<file path="config.mk">
export PLATFORM = sky130hd
export DESIGN_NAME = reg_transfer_bus
export DESIGN_NICKNAME = d
export VERILOG_FILES = /design/src/rtl/bus_pkg.sv /design/src/rtl/bus_mux.sv /design/src/rtl/reg_transfer_bus.sv
export SDC_FILE = /design/constraint.sdc
export NUM_CORES = 1
export LEC_CHECK = 0
export ABC_AREA = 0
export CORE_ASPECT_RATIO = 0.75
export CORE_MARGIN = 2
export CORE_UTILIZATION = 45
export DETAILED_ROUTE_END_ITERATION = 16
export PLACE_DENSITY = 0.72
export SETUP_SLACK_MARGIN = 0.2
export SLEW_MARGIN = 20
export SYNTH_ARGS = -nofsm -noshare
export SYNTH_HDL_FRONTEND = slang
export SYNTH_HIERARCHICAL = 1
export SYNTH_SLANG_ARGS = --single-unit
</file>
<file path="constraint.sdc">
create_clock -name clk -period 1.4 [get_ports clk]
set_input_delay 0.14 -clock clk [delete_from_list [all_inputs] [get_ports clk]]
set_output_delay 0.14 -clock clk [all_outputs]
set_load 0.02 [all_outputs]
</file>
<file path="src/rtl/bus_pkg.sv">
// Shared types and default sizing for the register-transfer bus.
package bus_pkg;

    typedef enum logic [1:0] {
        IDLE  = 2'd0,
        READ  = 2'd1,
        WRITE = 2'd2
    } state_t;

    localparam int DEF_DATA_WIDTH = 4;
    localparam int DEF_NUM_REGS   = 4;

endpackage

</file>
<file path="src/rtl/bus_mux.sv">
// NUM_REGS:1 selector of DATA_WIDTH-bit words; an out-of-range select yields zero.
module bus_mux
    import bus_pkg::*;
#(
    parameter int DATA_WIDTH = DEF_DATA_WIDTH,
    parameter int NUM_REGS   = DEF_NUM_REGS,
    parameter int SEL_WIDTH  = $clog2(NUM_REGS)
) (
    input  logic [NUM_REGS-1:0][DATA_WIDTH-1:0] data,
    input  logic [SEL_WIDTH-1:0]                sel,
    output logic [DATA_WIDTH-1:0]               y
);

    // Match-per-entry keeps NUM_REGS free of any power-of-two assumption.
    always_comb begin
        // NOTE: y gets a default before the loop so no path leaves it unassigned (no latch).
        y = '0;
        for (int i = 0; i < NUM_REGS; i++) begin
            if (sel == SEL_WIDTH'(i)) y = data[i];
        end
    end

endmodule

</file>
<file path="src/rtl/reg_transfer_bus.sv">
// Register file with a three-state transfer engine: regs/ext -> bus_data -> regs.
// Optional per-register even parity is enabled by defining REG_TRANSFER_BUS_PARITY_EN.
module reg_transfer_bus
    import bus_pkg::*;
#(
    parameter int DATA_WIDTH = DEF_DATA_WIDTH,
    parameter int NUM_REGS   = DEF_NUM_REGS,
    parameter int SEL_WIDTH  = $clog2(NUM_REGS)
) (
    input  logic                  clk,
    input  logic                  rst,
    input  logic                  req_valid,
    output logic                  req_ready,
    input  logic                  req_ext,
    input  logic [SEL_WIDTH-1:0]  req_src,
    input  logic [SEL_WIDTH-1:0]  req_dst,
    input  logic [DATA_WIDTH-1:0] ext_data,
    input  logic [SEL_WIDTH-1:0]  rd_sel,
    output logic [DATA_WIDTH-1:0] rd_data,
    output logic [DATA_WIDTH-1:0] bus_data,
    output logic                  done,
    output logic                  err
);

    state_t state, state_nxt;

    logic                                 cap_ext;
    logic [SEL_WIDTH-1:0]                 cap_src;
    logic [SEL_WIDTH-1:0]                 cap_dst;
    logic [DATA_WIDTH-1:0]                cap_data;
    logic [NUM_REGS-1:0][DATA_WIDTH-1:0]  regs;
    logic [DATA_WIDTH-1:0]                src_data;
    logic                                 src_bad;
    logic                                 dst_bad;
    logic                                 par_bad;
    logic                                 read_fault;

    function automatic logic in_range(input logic [SEL_WIDTH-1:0] idx);
        logic hit;
        hit = 1'b0;
        for (int i = 0; i < NUM_REGS; i++) begin
            if (idx == SEL_WIDTH'(i)) hit = 1'b1;
        end
        return hit;
    endfunction

    bus_mux #(
        .DATA_WIDTH (DATA_WIDTH),
        .NUM_REGS   (NUM_REGS),
        .SEL_WIDTH  (SEL_WIDTH)
    ) u_src_mux (
        .data (regs),
        .sel  (cap_src),
        .y    (src_data)
    );

    bus_mux #(
        .DATA_WIDTH (DATA_WIDTH),
        .NUM_REGS   (NUM_REGS),
        .SEL_WIDTH  (SEL_WIDTH)
    ) u_rd_mux (
        .data (regs),
        .sel  (rd_sel),
        .y    (rd_data)
    );

`ifdef REG_TRANSFER_BUS_PARITY_EN
    logic [NUM_REGS-1:0] par;
    logic                src_par;

    bus_mux #(
        .DATA_WIDTH (1),
        .NUM_REGS   (NUM_REGS),
        .SEL_WIDTH  (SEL_WIDTH)
    ) u_par_mux (
        .data (par),
        .sel  (cap_src),
        .y    (src_par)
    );

    assign par_bad = !cap_ext && (src_par != ^src_data);
`else
    assign par_bad = 1'b0;
`endif

    assign src_bad    = !cap_ext && !in_range(cap_src);
    assign dst_bad    = !in_range(cap_dst);
    assign read_fault = src_bad || dst_bad || par_bad;

    always_comb begin
        state_nxt = state;
        req_ready = 1'b0;
        case (state)
            IDLE: begin
                req_ready = 1'b1;
                if (req_valid) state_nxt = READ;
            end
            READ:    state_nxt = WRITE;
            WRITE:   state_nxt = IDLE;
            default: state_nxt = IDLE;
        endcase
    end

    // done/err are set on the READ->WRITE edge, so they are high exactly during WRITE.
    always_ff @(posedge clk or posedge rst) begin
        if (rst) begin
            state    <= IDLE;
            cap_ext  <= 1'b0;
            cap_src  <= '0;
            cap_dst  <= '0;
            cap_data <= '0;
            bus_data <= '0;
            done     <= 1'b0;
            err      <= 1'b0;
        end else begin
            // NOTE: non-blocking assignments so every flop samples pre-edge values.
            state <= state_nxt;
            done  <= 1'b0;
            err   <= 1'b0;
            case (state)
                IDLE: begin
                    if (req_valid) begin
                        cap_ext  <= req_ext;
                        cap_src  <= req_src;
                        cap_dst  <= req_dst;
                        cap_data <= ext_data;
                    end
                end
                READ: begin
                    done     <= 1'b1;
                    err      <= read_fault;
                    bus_data <= read_fault ? '0 : (cap_ext ? cap_data : src_data);
                end
                default: ;
            endcase
        end
    end

    // err is high only during a faulted WRITE, so it doubles as the write veto.
    always_ff @(posedge clk or posedge rst) begin
        if (rst) begin
            // NOTE: the register file is reset because software expects all-zero contents.
            regs <= '0;
`ifdef REG_TRANSFER_BUS_PARITY_EN
            par  <= '0;
`endif
        end else if (state == WRITE && !err) begin
            for (int i = 0; i < NUM_REGS; i++) begin
                if (cap_dst == SEL_WIDTH'(i)) begin
                    regs[i] <= bus_data;
`ifdef REG_TRANSFER_BUS_PARITY_EN
                    par[i]  <= ^bus_data;
`endif
                end
            end
        end
    end

endmodule

</file>
* After elaboration in Yosys (flattened, before gate mapping)
Index checks and enable logic that the tools add are counted.
Word-level totals: register bits after elaboration 33, bits of input ports 14, output and inout port bits 11, logic and storage cells 63
Operators by class: eq/ne operators 12, multiplexer cells 23, reductions and logical operators 16
Operators by type and width (count):
- $mux 4 | 10
- $eq 2x2->1 const B | 7
- $mux 1 | 11
- $reduce_and 2->1 | 5
- $eq 2x1->1 const B | 4
- $logic_not 2->1 | 4
- $logic_not 1->1 | 4
- $pmux 2 s2 | 1
- $logic_and 1x1->1 | 2
- $mux 2 | 1
- $ne 2x2->1 const B | 1
- $logic_or 1x1->1 | 1

* Longest topological paths before layout
word-level depth 9, gate-level depth with buffers 4, mapped depth without buffers 3

* Cells and area by module
The synthesis kept the hierarchy.
Modules (own cells, without submodules):
- reg_transfer_bus | instances 1, cells an instance 87, area an instance 1345.0 µm²
- bus_mux | instances 2, cells an instance 4, area an instance 105.1 µm²

* Worst setup path before layout
OpenSTA, ideal clock, no wires.
path kind register to register, from register state[0], to register cap_data[0], data arrival time 1.317 ns, data required time 1.275 ns, path slack -0.042 ns, cell stages (with the launch flop) 5, buffers on the path 1, period minus slack after synthesis 1.442 ns, path through dfrtp_1 nor2_2 and2_4 buf_6 mux2_4
On the way: longest elaborated chain between the ends 2
Ends and longest elaborated chain:
- from (decl) | RTL line reg_transfer_bus.sv:25 | state_t state, state_nxt;
- from (signal assigned) | RTL line reg_transfer_bus.sv:117 | state <= state_nxt;
- $logic_not 2->1 | RTL line reg_transfer_bus.sv:120 | case (state)
- $reduce_and 2->1 (no line)
- to (signal assigned) | RTL line reg_transfer_bus.sv:126 | cap_data <= ext_data;
- to (decl) | RTL line reg_transfer_bus.sv:30 | logic [DATA_WIDTH-1:0] cap_data;
Every way passes these cells. A chain may end at the register's enable or synchronous reset.

* Worst setup path after layout
from register regs[7] (netlist name), to output port rd_data[3]
On the way: longest elaborated chain between the ends 3
Ends and longest elaborated chain:
- from (decl) | RTL line reg_transfer_bus.sv:31 | logic [NUM_REGS-1:0][DATA_WIDTH-1:0] regs;
- from (signal, indexed assignment) | RTL line reg_transfer_bus.sv:150 | regs[i] <= bus_data;
- $mux 4 (3 in series) | RTL line bus_mux.sv:19 | if (sel == SEL_WIDTH'(i)) y = data[i];
- to (decl) | RTL line reg_transfer_bus.sv:19 | output logic [DATA_WIDTH-1:0] rd_data,
Every way passes these cells.

==> out/qor.yml <==
status: "finished with violations"
violations: "negative setup slack"
boundaryPins: 25
power.total_mw: 3.471
synth_seq_cells: 33
rrSetupSlack_ns: 0.04
synth_top_family_by_area: "multiplexers"
p_sw_mw: 1.090
timing.fmax_ghz: 0.6815
wl_mm: 3.422
worstPathMaxFanout: 3
wl_per_cell_um: 18.30
max_cap_viol_count: 0
cts_buffers: 5
initial_utilization_pct: 47.30
synthAdderAreaFrac_pct: 0
place_ws_ns: -0.6713
synth_nets: 109
viasPerCell: 5.299
synth_area_leaders: "dfrtp_1 53%, mux4_1 14%, mux2_2 12%"
timing.final.crit_share_pct: 104.8
grt-ovfl-total: 0
arrival_ns: 1.33
hold_path.class: "in2async"
ys.flop_type: "dfrtp_1"
clock_path_buffers: 2
synth-simple-area-share_pct: 6.999
cellPowerDensity_nw_per_um2: 1596
place_area_sq_um: 1949
syn_to_final_growth_pct: 39.82
rows: 18
setup_violations: 4
ys_types: 21
grt_pass1_vias: 1044
die_x_um: 71.89
die-area_sq_um: 3947
grtUsageTotal_pct: 20.10
vias: 991
route.detailed.drc: 0
synthArstFlopShare_pct: 100.0
p_seq_share_pct: 44.0
netlist_area_sq_um: 1555
slew_viol_final: 0
synth_xor_area_share_pct: 0
antennaDiodeCount: 0
grt_setup_unrepaired: "yes"
cts_root_buf: "clkbuf_8"
start_kind: "flop"
rr_worst_depth: 3
io_buffers: 24
die_h_um: 54.91
synth_compound_area_share_pct: 1.287
cp.required_ns: 1.26
synth_top_area_share_pct: 53.10
clockPowerShare_pct: 19.7
drt-pass1-iter-count: 4
grt_max_degree: 34
syn_area_per_cell_sq_um: 16.37
p_int_mw: 2.381
comb_power_share_pct: 36.3
coreArea_sq_um: 3288
yosysTopAreaCell: "dfrtp_1"
grt_pass1_wl_mm: 5.471
muxShareOfSynthArea_pct: 36.36
clk_pin_slew_ns: 0.07
cts_sinks: 33
antenna_found_initial: 0
fillers: 236
cts_tree: "done"
synth_cells: 95
fin_setup_tns_ns: -0.1845
path_class: "reg2out"
timing.rr.start: "state[0]"
place.gp.congestion: 0.6848
ir_drop_mv: 0.8008
yosysWarnings: 6
final_nets: 160
min_period_ns: 1.467
endpoint_kind: "output port"
dpl.hpwl_mm: 2.143
drt_iter0_markers: 83
swShare_pct: 31.41
clock_skew_ns: 0.007071
synth_edf_count: 0
synth-seq-area-share_pct: 53.10
r2r-end: "regs[0]"
finalHoldViolCount: 0
p_leak_nw: 1.022
stdcell_area_sq_um: 2175
clk_latency_ns: 0.29
fin_ws_ns: -0.06732
antenna_left: 0
h-tree-depth: 2
drive_above_1_share_pct: 59.18
==> what timing repair did <==
action	in CTS	in global routing
gates cloned	1	0
setup buffers	5	5
setup endpoints to repair	40	39
resized for setup	71	11
hold buffers	0	0
pin swaps	7	9
hold endpoints to repair	0	0
==> through the flow <==
stage | utilization, % | cells | hold slack [ns]
CTS | 64.69 | 182 | 0.1984
global placement | 59.28 | 168 | 0.5005
global route | 66.13 | 187 | 0.2331
detailed placement | 59.28 | 168 | 0.5010
floorplan | - | 95 | 0.2688
finish | 66.13 | 187 | 0.1921
==> cells in the mapped netlist, types with 3 or more instances <==
cell type and number:
mux4_1 8, nand2_1 5, mux2_2 16, inv_1 3
mux2_4 9, dfrtp_1 33, mux2i_1 4, o21ai_0 4
==> layout make-up <==
type	instances	area, sq um	area share [%]
well taps	40	50.05	2.301
inverters	3	11.26	0.5178
multi-input cells	57	764.5	35.16
repair buffers	46	432.9	19.91
clock buffers	8	80.08	3.682
flip-flops and latches	33	835.8	38.43
==> sequential cells by signal (all words and copies together), names as in the netlist <==
name,flops
cap_src,2
cap_ext,1
regs,16
state,2
cap_data,4
done,1
err,1
cap_dst,2
bus_data,4
==> worst max-delay path, cell delays in order, from the launching register on <==
cell and delay (ns):
dfrtp_1 0.40, mux4_2 0.48, buf_6 0.15
==> layer usage <==
| metal | share of wire, % | GRT usage [%] |
|---|---|---|
| met1 | 47 | 26.49 |
| met2 | 46 | 31.17 |
| met3 | 5.2 | 8.877 |
| met4 | 0.91 | 4.717 |
| met5 | 0 | 0 |
==> power by group through the flow <==
stage / combinational, mW / sequential (mW) / clock [mW]
after floorplan: 0.601 / 1.48 / 0
after global placement: 1.04 / 1.48 / 0
after detailed placement: 1.06 / 1.50 / 0
after CTS: 1.18 / 1.51 / 0.695
after global routing: 1.35 / 1.56 / 0.748
final: 1.26 / 1.53 / 0.684
==> cells in the final DEF, fill, tap and decap left out <==
cell type        instances
and2_4                   2
buf_6                    8
nor2b_4                  1
nand2_2                  1
mux2i_1                  4
mux2_2                   2
clkbuf_1                 3
o21ai_1                  4
nor2_4                   2
clkbuf_8                 5
nand3_4                  1
mux4_2                   8
nor4_4                   1
dfrtp_1                 25
clkdlybuf4s50_1         12
dlygate4sd2_1            2
clkdlybuf4s15_2          4
mux2_4                  23
inv_1                    3
buf_4                   18
or2b_1                   1
nand2_1                  4
buf_12                   1
nor4b_4                  1
nand3b_1                 1
dfrtp_2                  8
buf_2                    1
conb_1                   1
==> cell families after synthesis <==
family,after synthesis
multiplexers,37
AND/OR/NAND/NOR,14
other,1
flip-flops,33
buffers and inverters,6
AO/OA/AOI/OAI,4
==> worst max-delay path by stage <==
stage	start	to	slack, ns	cells after the start
after global routing	regs[11]	rd_data[3]	-0.09	2
after CTS	regs[11]	rd_data[3]	-0.06	2
after floorplan	state[0]	cap_data[0]	0.04	4
after global placement	rd_sel[0]	rd_data[3]	-0.64	3
after detailed placement	rd_sel[0]	rd_data[3]	-0.67	3
final	regs[7]	rd_data[3]	-0.07	2
No activity file was read; power rests on OpenSTA's default activity.
